$ cat src/rtl/fifo_arb_pkg.sv
// Shared types and widths for the FIFO push arbiter.
// Holds the FSM state encoding and the round-robin index helper.
package fifo_arb_pkg;

  localparam int unsigned GRANT_W = 3;
  localparam int unsigned BEAT_W  = 4;
  localparam int unsigned SUM_W   = GRANT_W + 1;
  localparam int unsigned PAD_W   = 1 << GRANT_W;

  typedef enum logic [0:0] {
    IDLE  = 1'b0,
    GRANT = 1'b1
  } arb_state_t;

  // (base + step) mod n, kept in SUM_W bits so the wrap never overflows
  function automatic logic [GRANT_W-1:0] rr_index(
    input logic [GRANT_W-1:0] base,
    input logic [SUM_W-1:0]   step,
    input logic [SUM_W-1:0]   n
  );
    logic [SUM_W-1:0] sum;
    sum = SUM_W'(base) + step;
    if (sum >= n) begin
      sum = sum - n;
    end
    return sum[GRANT_W-1:0];
  endfunction

endpackage

$ cat src/rtl/fifo_rr_pick.sv
// Round-robin picker: first requester set at or after last_grant+1 (mod N_REQ).
// Purely combinational.
module fifo_rr_pick
  import fifo_arb_pkg::*;
#(
  parameter int unsigned N_REQ = 4
) (
  input  logic [N_REQ-1:0]   req,
  input  logic [GRANT_W-1:0] last_grant,
  output logic               any_req,
  output logic [GRANT_W-1:0] next_idx
);

  logic [PAD_W-1:0] req_pad;

  assign req_pad = PAD_W'(req);

  // Scan farthest-first so the nearest candidate after last_grant wins
  always_comb begin
    any_req  = |req;
    next_idx = '0;
    for (int k = N_REQ; k >= 1; k--) begin
      if (req_pad[rr_index(last_grant, SUM_W'(k), SUM_W'(N_REQ))]) begin
        next_idx = rr_index(last_grant, SUM_W'(k), SUM_W'(N_REQ));
      end
    end
  end

endmodule

$ cat src/rtl/fifo_push_arbiter.sv
// Shares one FIFO write port among N_REQ producers with round-robin,
// burst-bounded grants; push/ack/data follow the registered grant combinationally.
module fifo_push_arbiter
  import fifo_arb_pkg::*;
#(
  parameter int unsigned N_REQ     = 4,
  parameter int unsigned DATA_W    = 8,
  parameter int unsigned MAX_BURST = 4
) (
  input  logic                    clk,
  input  logic                    reset,
  input  logic [N_REQ-1:0]        req,
  input  logic [N_REQ*DATA_W-1:0] req_data,
  output logic [N_REQ-1:0]        ack,
  input  logic                    fifo_full,
  output logic                    fifo_push,
  output logic [DATA_W-1:0]       fifo_data,
  output logic                    busy,
  output logic [GRANT_W-1:0]      grant_id
);

  arb_state_t         state;
  arb_state_t         state_nxt;
  logic [GRANT_W-1:0] grant_nxt;
  logic [GRANT_W-1:0] last_grant;
  logic [GRANT_W-1:0] last_nxt;
  logic [BEAT_W-1:0]  beat_cnt;
  logic [BEAT_W-1:0]  beat_nxt;
  logic               any_req;
  logic [GRANT_W-1:0] pick_idx;
  logic               sel_req;
  logic [DATA_W-1:0]  sel_data;

  fifo_rr_pick #(
    .N_REQ(N_REQ)
  ) u_pick (
    .req       (req),
    .last_grant(last_grant),
    .any_req   (any_req),
    .next_idx  (pick_idx)
  );

  // Select the granted requester's request and byte
  always_comb begin
    sel_req  = 1'b0;
    sel_data = '0;
    for (int i = 0; i < N_REQ; i++) begin
      if (grant_id == GRANT_W'(i)) begin
        sel_req  = req[i];
        sel_data = req_data[i*DATA_W +: DATA_W];
      end
    end
  end

  always_ff @(posedge clk or posedge reset) begin
    if (reset) begin
      state      <= IDLE;
      grant_id   <= '0;
      beat_cnt   <= '0;
      last_grant <= GRANT_W'(N_REQ - 1);
    end else begin
      state      <= state_nxt;
      grant_id   <= grant_nxt;
      beat_cnt   <= beat_nxt;
      last_grant <= last_nxt;
    end
  end

  // Next state plus push/ack/data; a stall (full with req held) keeps everything
  always_comb begin
    state_nxt = state;
    grant_nxt = grant_id;
    beat_nxt  = beat_cnt;
    last_nxt  = last_grant;
    fifo_push = 1'b0;
    fifo_data = '0;
    ack       = '0;
    case (state)
      IDLE: begin
        if (any_req) begin
          grant_nxt = pick_idx;
          beat_nxt  = '0;
          state_nxt = GRANT;
        end
      end
      GRANT: begin
        fifo_data = sel_data;
        if (!sel_req) begin
          last_nxt  = grant_id;
          state_nxt = IDLE;
        end else if (!fifo_full) begin
          fifo_push = 1'b1;
          beat_nxt  = beat_cnt + BEAT_W'(1);
          for (int i = 0; i < N_REQ; i++) begin
            ack[i] = (grant_id == GRANT_W'(i));
          end
          if (beat_nxt == BEAT_W'(MAX_BURST)) begin
            last_nxt  = grant_id;
            state_nxt = IDLE;
          end
        end
      end
      default: state_nxt = IDLE;
    endcase
  end

  assign busy = (state == GRANT);

endmodule

$ cat config.mk
export PLATFORM = sky130hd
export DESIGN_NAME = fifo_push_arbiter
export DESIGN_NICKNAME = d
export VERILOG_FILES = /design/src/rtl/fifo_arb_pkg.sv /design/src/rtl/fifo_rr_pick.sv /design/src/rtl/fifo_push_arbiter.sv
export SDC_FILE = /design/constraint.sdc
export NUM_CORES = 1
export LEC_CHECK = 0
export BUFFER_PORTS_ARGS = -buffer_cell sky130_fd_sc_hd__buf_2
export CORE_ASPECT_RATIO = 0.8
export CORE_MARGIN = 1.5
export CORE_UTILIZATION = 40
export CTS_CLUSTER_SIZE = 40
export DETAILED_ROUTE_END_ITERATION = 10
export GPL_TIMING_DRIVEN = 0
export HOLD_SLACK_MARGIN = 0.02
export PLACE_DENSITY = 0.74
export SKIP_CTS_REPAIR_TIMING = 1
export SLEW_MARGIN = 15
export SYNTH_ARGS = -nofsm -noshare
export SYNTH_HDL_FRONTEND = slang
export SYNTH_SLANG_ARGS = --single-unit
$ cat constraint.sdc
create_clock -name clk -period 2.2 [get_ports clk]
set_input_delay 0.11 -clock clk [delete_from_list [all_inputs] [get_ports clk]]
set_output_delay 0.11 -clock clk [all_outputs]
set_load 0.02 [all_outputs]
After elaboration in Yosys (flattened, before gate mapping)
Cells that the tools add are included.
W data, S select, Z words.
{"block": "totals", "register_bits": 11, "latch_bits": 0, "ram_bits": 0, "romBits": 0, "in_bits": 39, "wordCells": 79, "n_memories": 0}
{"block": "op_classes", "addsub": 9, "n_mul": 0, "div": 0, "n_lt_le_gt_ge": 8, "n_eq_ne": 9, "shifts": 0, "mux": 43, "bitwise_logic": 1, "reduce_logical": 5}
{"operator": "$mux W8", "count": 5}
{"operator": "$mux W3", "count": 11}
{"operator": "$mux W4", "count": 6}
{"operator": "$ge A4 B3 Y1 const B", "count": 4}
{"operator": "$lt A3 B4 Y1 const B", "count": 4}
{"operator": "$mux W1", "count": 15}
{"operator": "$bmux W1 S3", "count": 4}
{"operator": "$sub A3 B3 Y3 const B", "count": 4}
{"operator": "$add A3 B2 Y4 const B", "count": 2}
{"operator": "$pmux W4 S2", "count": 1}
{"operator": "$eq A3 B2 Y1 const B", "count": 2}
{"operator": "$ne A2 B2 Y1 const B", "count": 3}
{"operator": "$reduce_and A3 Y1", "count": 2}
{"operator": "$add A3 B1 Y4 const B", "count": 1}
{"operator": "$add A3 B3 Y4 const B", "count": 1}
{"operator": "$add A4 B1 Y4 const B", "count": 1}
{"operator": "$eq A4 B3 Y1 const B", "count": 1}
{"operator": "$ne A2 B1 Y1 const B", "count": 2}
{"operator": "$reduce_or A4 Y1", "count": 1}
{"operator": "$eq A3 B1 Y1 const B", "count": 1}
{"operator": "$logic_not A3 Y1", "count": 1}
{"operator": "$pmux W1 S2", "count": 1}
{"operator": "$reduce_and A2 Y1", "count": 1}
{"operator": "$not A1 Y1", "count": 1}

Logic depth before layout (Yosys ltp)
{"block": "logic_depth", "depth_word": 9, "depth_mapped": 9, "depth_no_buf": 7}

Cells and area by module
A second synthesis with hierarchy kept.
{"block": "unflattened", "cells_unflattened": 145, "area_unflattened_um2": 1258.7}
{"mod": "fifo_push_arbiter", "instances": 1, "cells_each": 92, "area_each_um2": 889.6, "seq_area_each_um2": 277.8}
{"mod": "fifo_rr_pick", "instances": 1, "cells_each": 53, "area_each_um2": 369.1, "seq_area_each_um2": 0.0}

Worst setup path after synthesis
OpenSTA, ideal clock, no wires.
{"block": "synth_path", "path_type": "flip-flop to flip-flop", "from": "register last_grant[0]", "to": "register grant_id[0]", "setup_time_ns": 0.090, "t_arrival_ns": 2.371, "setup_slack_ns": -0.261, "stages_incl_launch_ff": 9, "path_buffers": 2, "synth_period_minus_slack_ns": 2.461, "path_cell_list": "dfstp_2 > buf_6 > clkbuf_1 > inv_1 > ha_1 > mux4_2 > or3b_1 > a211o_1 > o2111ai_1"}
{"block": "synth_between", "elab_chain_len": 9, "word_cells_on_any_way": 28, "cone_classes": "add/sub (8); order compare (4); mux (16)"}
{"element": "from (decl)", "line": "fifo_push_arbiter.sv:25", "text": "logic [GRANT_W-1:0] last_grant;"}
{"element": "from (signal assigned)", "line": "fifo_push_arbiter.sv:60", "text": "last_grant <= GRANT_W'(N_REQ - 1);"}
{"element": "from (signal assigned)", "line": "fifo_push_arbiter.sv:65", "text": "last_grant <= last_nxt;"}
{"element": "$add A3 B3 Y4", "line": "fifo_arb_pkg.sv:22", "text": "sum = SUM_W'(base) + step;"}
{"element": "$ge A4 B3 Y1 / $sub A3 B3 Y3 (equally long branches)", "line": "fifo_arb_pkg.sv:23, fifo_arb_pkg.sv:24"}
{"element": "$mux W3", "line": "fifo_arb_pkg.sv:23", "text": "if (sum >= n) begin"}
{"element": "$bmux W1 S3", "line": "fifo_rr_pick.sv:23", "text": "if (req_pad[rr_index(last_grant, SUM_W'(k), SUM_W'(N_REQ))]) begin"}
{"element": "$mux W1 (not written as such)", "line": "fifo_rr_pick.sv:23"}
{"element": "$mux W3 (3 in a row)", "line": "fifo_rr_pick.sv:23"}
{"element": "$mux W3 *", "line": "fifo_rr_pick.sv:23"}
{"element": "to (signal assigned)", "line": "fifo_push_arbiter.sv:63", "text": "grant_id <= grant_nxt;"}
{"element": "to (decl)", "line": "fifo_push_arbiter.sv:19", "text": "output logic [GRANT_W-1:0] grant_id"}
Mark *: on every way between the ends. The rest lies on a longest branch, timed or not. The select of a mux whose other input is x is not followed.
A chain may end at the register's enable or synchronous reset.

Worst setup path in the final report
Same ends and word-level chain as after synthesis.

==> results <==
- The run finished, with violations left.
- The checks that failed: setup timing.
- The count of pins on the block boundary is 56.
- On the worst path, the slowest cell contributes a delay of 0.54 ns.
- The max capacitance violation total is 0.
- The warning count from the yosys run is 0.
- The horizontal die dimension is 63.1 um.
- The worst setup path is captured at a register.
- The count of input and output buffers is 55.
- The number of nets in the synthesized netlist is 176.
- At the pin with the least slew margin, the transition time is 0.435 ns.
- For this design the ratio of total power to cell area is 1370 mW/mm^2.
- The tightest hold path in the finished design has a slack of 0.205 ns.
- The number of synthesized register bits is 11.
- The floorplan step set the die height to 51.1 um.
- The number of different library cells in the post-synthesis netlist is 37.
- The cell at the root of the clock tree is sky130_fd_sc_hd__clkbuf_4.
- The all-layer global routing usage is 19.6%.
- From synthesis to final layout, the design area changed by 43.6%.
- The primary flip-flop cell chosen by synthesis mapping is sky130_fd_sc_hd__dfrtp_1.
- After detailed routing, the number of remaining DRC violations is 0.
- Summing every instance area after synthesis gives 0.00115 sq mm.
- The clock-pin slew on the worst setup and hold paths is 0.08 ns.
- Walking the worst path, the cells encountered are buf_6, buf_8, inv_6, ha_4, mux4_2, or3b_1, a211o_1, o2111ai_2.
- The proportion of register bits with asynchronous set or reset after synthesis is 100%.
- Among all stages on the critical path, the largest delay is contributed by sky130_fd_sc_hd__dfstp_2.
- The number of DRC markers after the initial detailed-route iteration is 33.
- The final worst-path cycle share is 102%.
- Across the whole layout, storage elements account for 278 sq um.
- The number of global-route vias before repair was 1133.
- For this design, the sink count on the clock tree is 11.
- The region available for standard cell placement spans 0.00274 sq mm.
- No sink is reached through more buffers than the 2 on the longest clock path.
- The worst-case vdd ir drop is 0.654 mV.
- In the routed layout, each cell is associated on average with a via count of 5.43.
- After layout, the minimum clock period comes to 2.24 ns.
- The total via count in the routed design is 1315.
- In this run the core area contains 17 standard-cell rows.
- On the final layout, the worst clock skew is 0.00584 ns.
- Counting flops with a built-in enable in the synthesized netlist gives 0.
- The mean routed wirelength per cell is 14.3 um.
- The tightest slew margin relative to the limit is 71.0%.
- The later-pin clock latency in the skew report is 0.29 ns.
- The routed design has 3.47 mm of wire.
- The family with the most delay on the worst path is flip-flops.
- The floorplan step defined a die boundary enclosing 0.00322 sq mm.
- The worst setup path is launched from a register.
- The share of synthesized area occupied by flip-flops and latches is 24.1%.
- The sum of overflow across all layers after global routing is 0.
- The required time of the critical path is 2.41 ns.
- The maximum frequency from static timing analysis is 446 MHz.
- The total count of max-transition violations in the final report was 0.
- Cells fill 60.4% of the core in the end.
- In this run the number of H-tree levels came out at 1.
- The arrival time reported for the critical path endpoint is 2.45 ns.
- The buffers plus inverters on the worst setup path is 3.
- 0 antenna diodes ended up in the layout.
- In this run the remaining antenna-violating nets after routing total 0.
- The global-route wire length before repair is 4.97 mm.
- The share of cells above drive strength 1 is 52.5%.
- The highest net fanout along the worst path is 5.
- The pre-antenna-repair detailed-routing pass consisted of 4 iterations.
- Once the floorplan was initialized, standard cells occupied 42.1% of the core.
- The type of the worst setup path is reg -> reg.
- Across all setup checks in the final design, the least slack found is -0.0404 ns.
- The per-instance average area after synthesis is 8.68 sq um.
- The number of nets in the layout is 248.
- The worst hold path belongs to the class in -> reg.
- The number of setup violations in the final report is 1.
- The multi-input combinational cells in the finished layout cover a total of 843 sq um.
- The final-layout fill cell count is 246.
- TritonCTS built the clock tree.
- In this run the static leakage power is 0.000825 uW.
- Detailed placement ended at an HPWL of 2.57 mm.
- The weighted congestion at the end of routability-driven global placement is 0.851.
- The number of antenna violations at the first check in global routing is 0.
- The final-report hold violation count is 0.
- Setup repair after global routing could not meet its margin everywhere.
- The number of clock buffers added by TritonCTS is 3.
- The cell count after synthesis came out at 133.
- Entering global routing, the biggest net connects 12 pins.
[state kept, by name, summed over array words and instances, names as in the netlist]
| name | flops |
|---|---|
| beat_cnt | 4 |
| grant_id | 3 |
| last_grant | 3 |
| busy | 1 |
[area by class of cell]
cell class | count | area share (%)
timing repair buffer | 68 | 22.6
sequential | 11 | 16.8
buffer | 9 | 3.40
clock buffer | 4 | 1.58
inverter | 7 | 1.89
multi-input combinational | 105 | 50.9
tap | 38 | 2.87
[routing by layer]
metal	vias to the layer above	part of all wire, %	track usage (%)
li1	631	-	-
met1	637	42	24.3
met2	40	51	35.1
met3	7	4.8	4.19
met4	0	1.4	4.44
met5	-	0	0
[synthesized netlist by cell type, types with 2 or more instances]
library cell	n	area, sq um
sky130_fd_sc_hd__a31oi_1	2	12.5
sky130_fd_sc_hd__a32oi_1	2	17.5
sky130_fd_sc_hd__and2_1	2	12.5
sky130_fd_sc_hd__clkbuf_1	9	33.8
sky130_fd_sc_hd__dfrtp_1	9	225
sky130_fd_sc_hd__dfstp_2	2	52.6
sky130_fd_sc_hd__ha_1	4	50.1
sky130_fd_sc_hd__inv_1	6	22.5
sky130_fd_sc_hd__mux2_2	18	203
sky130_fd_sc_hd__mux2i_1	7	70.1
sky130_fd_sc_hd__mux4_2	2	45.0
sky130_fd_sc_hd__nand2_1	10	37.5
sky130_fd_sc_hd__nand2b_1	4	25.0
sky130_fd_sc_hd__nand3_1	3	15.0
sky130_fd_sc_hd__nand4_1	3	18.8
sky130_fd_sc_hd__nor2_1	12	45.0
sky130_fd_sc_hd__nor3_1	2	10.0
sky130_fd_sc_hd__o2111ai_1	2	17.5
sky130_fd_sc_hd__o21ai_0	7	35.0
sky130_fd_sc_hd__o21ai_1	2	10.0
sky130_fd_sc_hd__o22ai_1	8	50.1
sky130_fd_sc_hd__xor2_1	2	17.5
[metrics by stage]
| stage | setup WS [ns] | std cells | TNS (ns) | total power, uW | area [sq um] |
|---|---|---|---|---|---|
| global route | -0.0638 | 242 | -0.0672 | 2430 | 1660 |
| CTS | -0.144 | 230 | -0.373 | 2010 | 1530 |
| global placement | -0.0848 | 226 | -0.0848 | 1800 | 1500 |
| finish | -0.0404 | 242 | -0.0404 | 2280 | 1660 |
| floorplan | 0.00244 | 133 | 0 | 1480 | 1180 |
| detailed placement | -0.116 | 226 | -0.116 | 1850 | 1500 |
[power breakdown]
part | internal, uW | switching (uW) | total, uW
clock | 70.6 | 82.3 | 153
sequential | 280 | 71.5 | 352
combinational | 835 | 936 | 1770
[cell families after synthesis]
family	after synthesis	share of synthesized area, %
and+or+nand+nor	43	18.9
AOI/OAI and AO/OA	28	16.6
muxes	28	28.5
buffers and inverters	17	6.17
DFF	11	24.1
adders and majority gates	4	4.33
xor gates and xnor gates	2	1.52
[cell usage in the layout (no fill, tap or decap), drive strengths merged]
cell type,count
a211o,1
a21bo,1
a221oi,1
a31o,1
a31oi,2
a32oi,2
and2,2
and3,1
buf,70
clkbuf,10
dfrtp,9
dfstp,2
dlygate4sd3,1
ha,4
inv,7
mux2,19
mux2i,7
mux4,2
nand2,10
nand2b,4
nand3,3
nand3b,1
nand4,3
nand4b,1
nor2,12
nor3,2
nor4,1
o2111ai,2
o21ai,9
o22ai,9
or2,2
or3b,1
xor2,2
[final timing paths]
check | from | to | slack, ns | cells after the start
max reg2reg | last_grant[0] | grant_id[0] | -0.04 | 8
min in group asynchronous | reset | last_grant[2] | 0.36 | 3
max | last_grant[0] | grant_id[0] | -0.04 | 8
min | fifo_full | busy | 0.20 | 4
min reg2reg | beat_cnt[2] | beat_cnt[2] | 0.53 | 1
max in group asynchronous | reset | last_grant[0] | 1.51 | 3
[worst reg2reg max path: stages (launching register included)]
cell and delay, ns:
sky130_fd_sc_hd__dfstp_2 0.54, sky130_fd_sc_hd__buf_6 0.11, sky130_fd_sc_hd__buf_8 0.11, sky130_fd_sc_hd__inv_6 0.04, sky130_fd_sc_hd__ha_4 0.28, sky130_fd_sc_hd__mux4_2 0.34
sky130_fd_sc_hd__or3b_1 0.38, sky130_fd_sc_hd__a211o_1 0.28, sky130_fd_sc_hd__o2111ai_2 0.08
(Power assumes the default switching activity.)
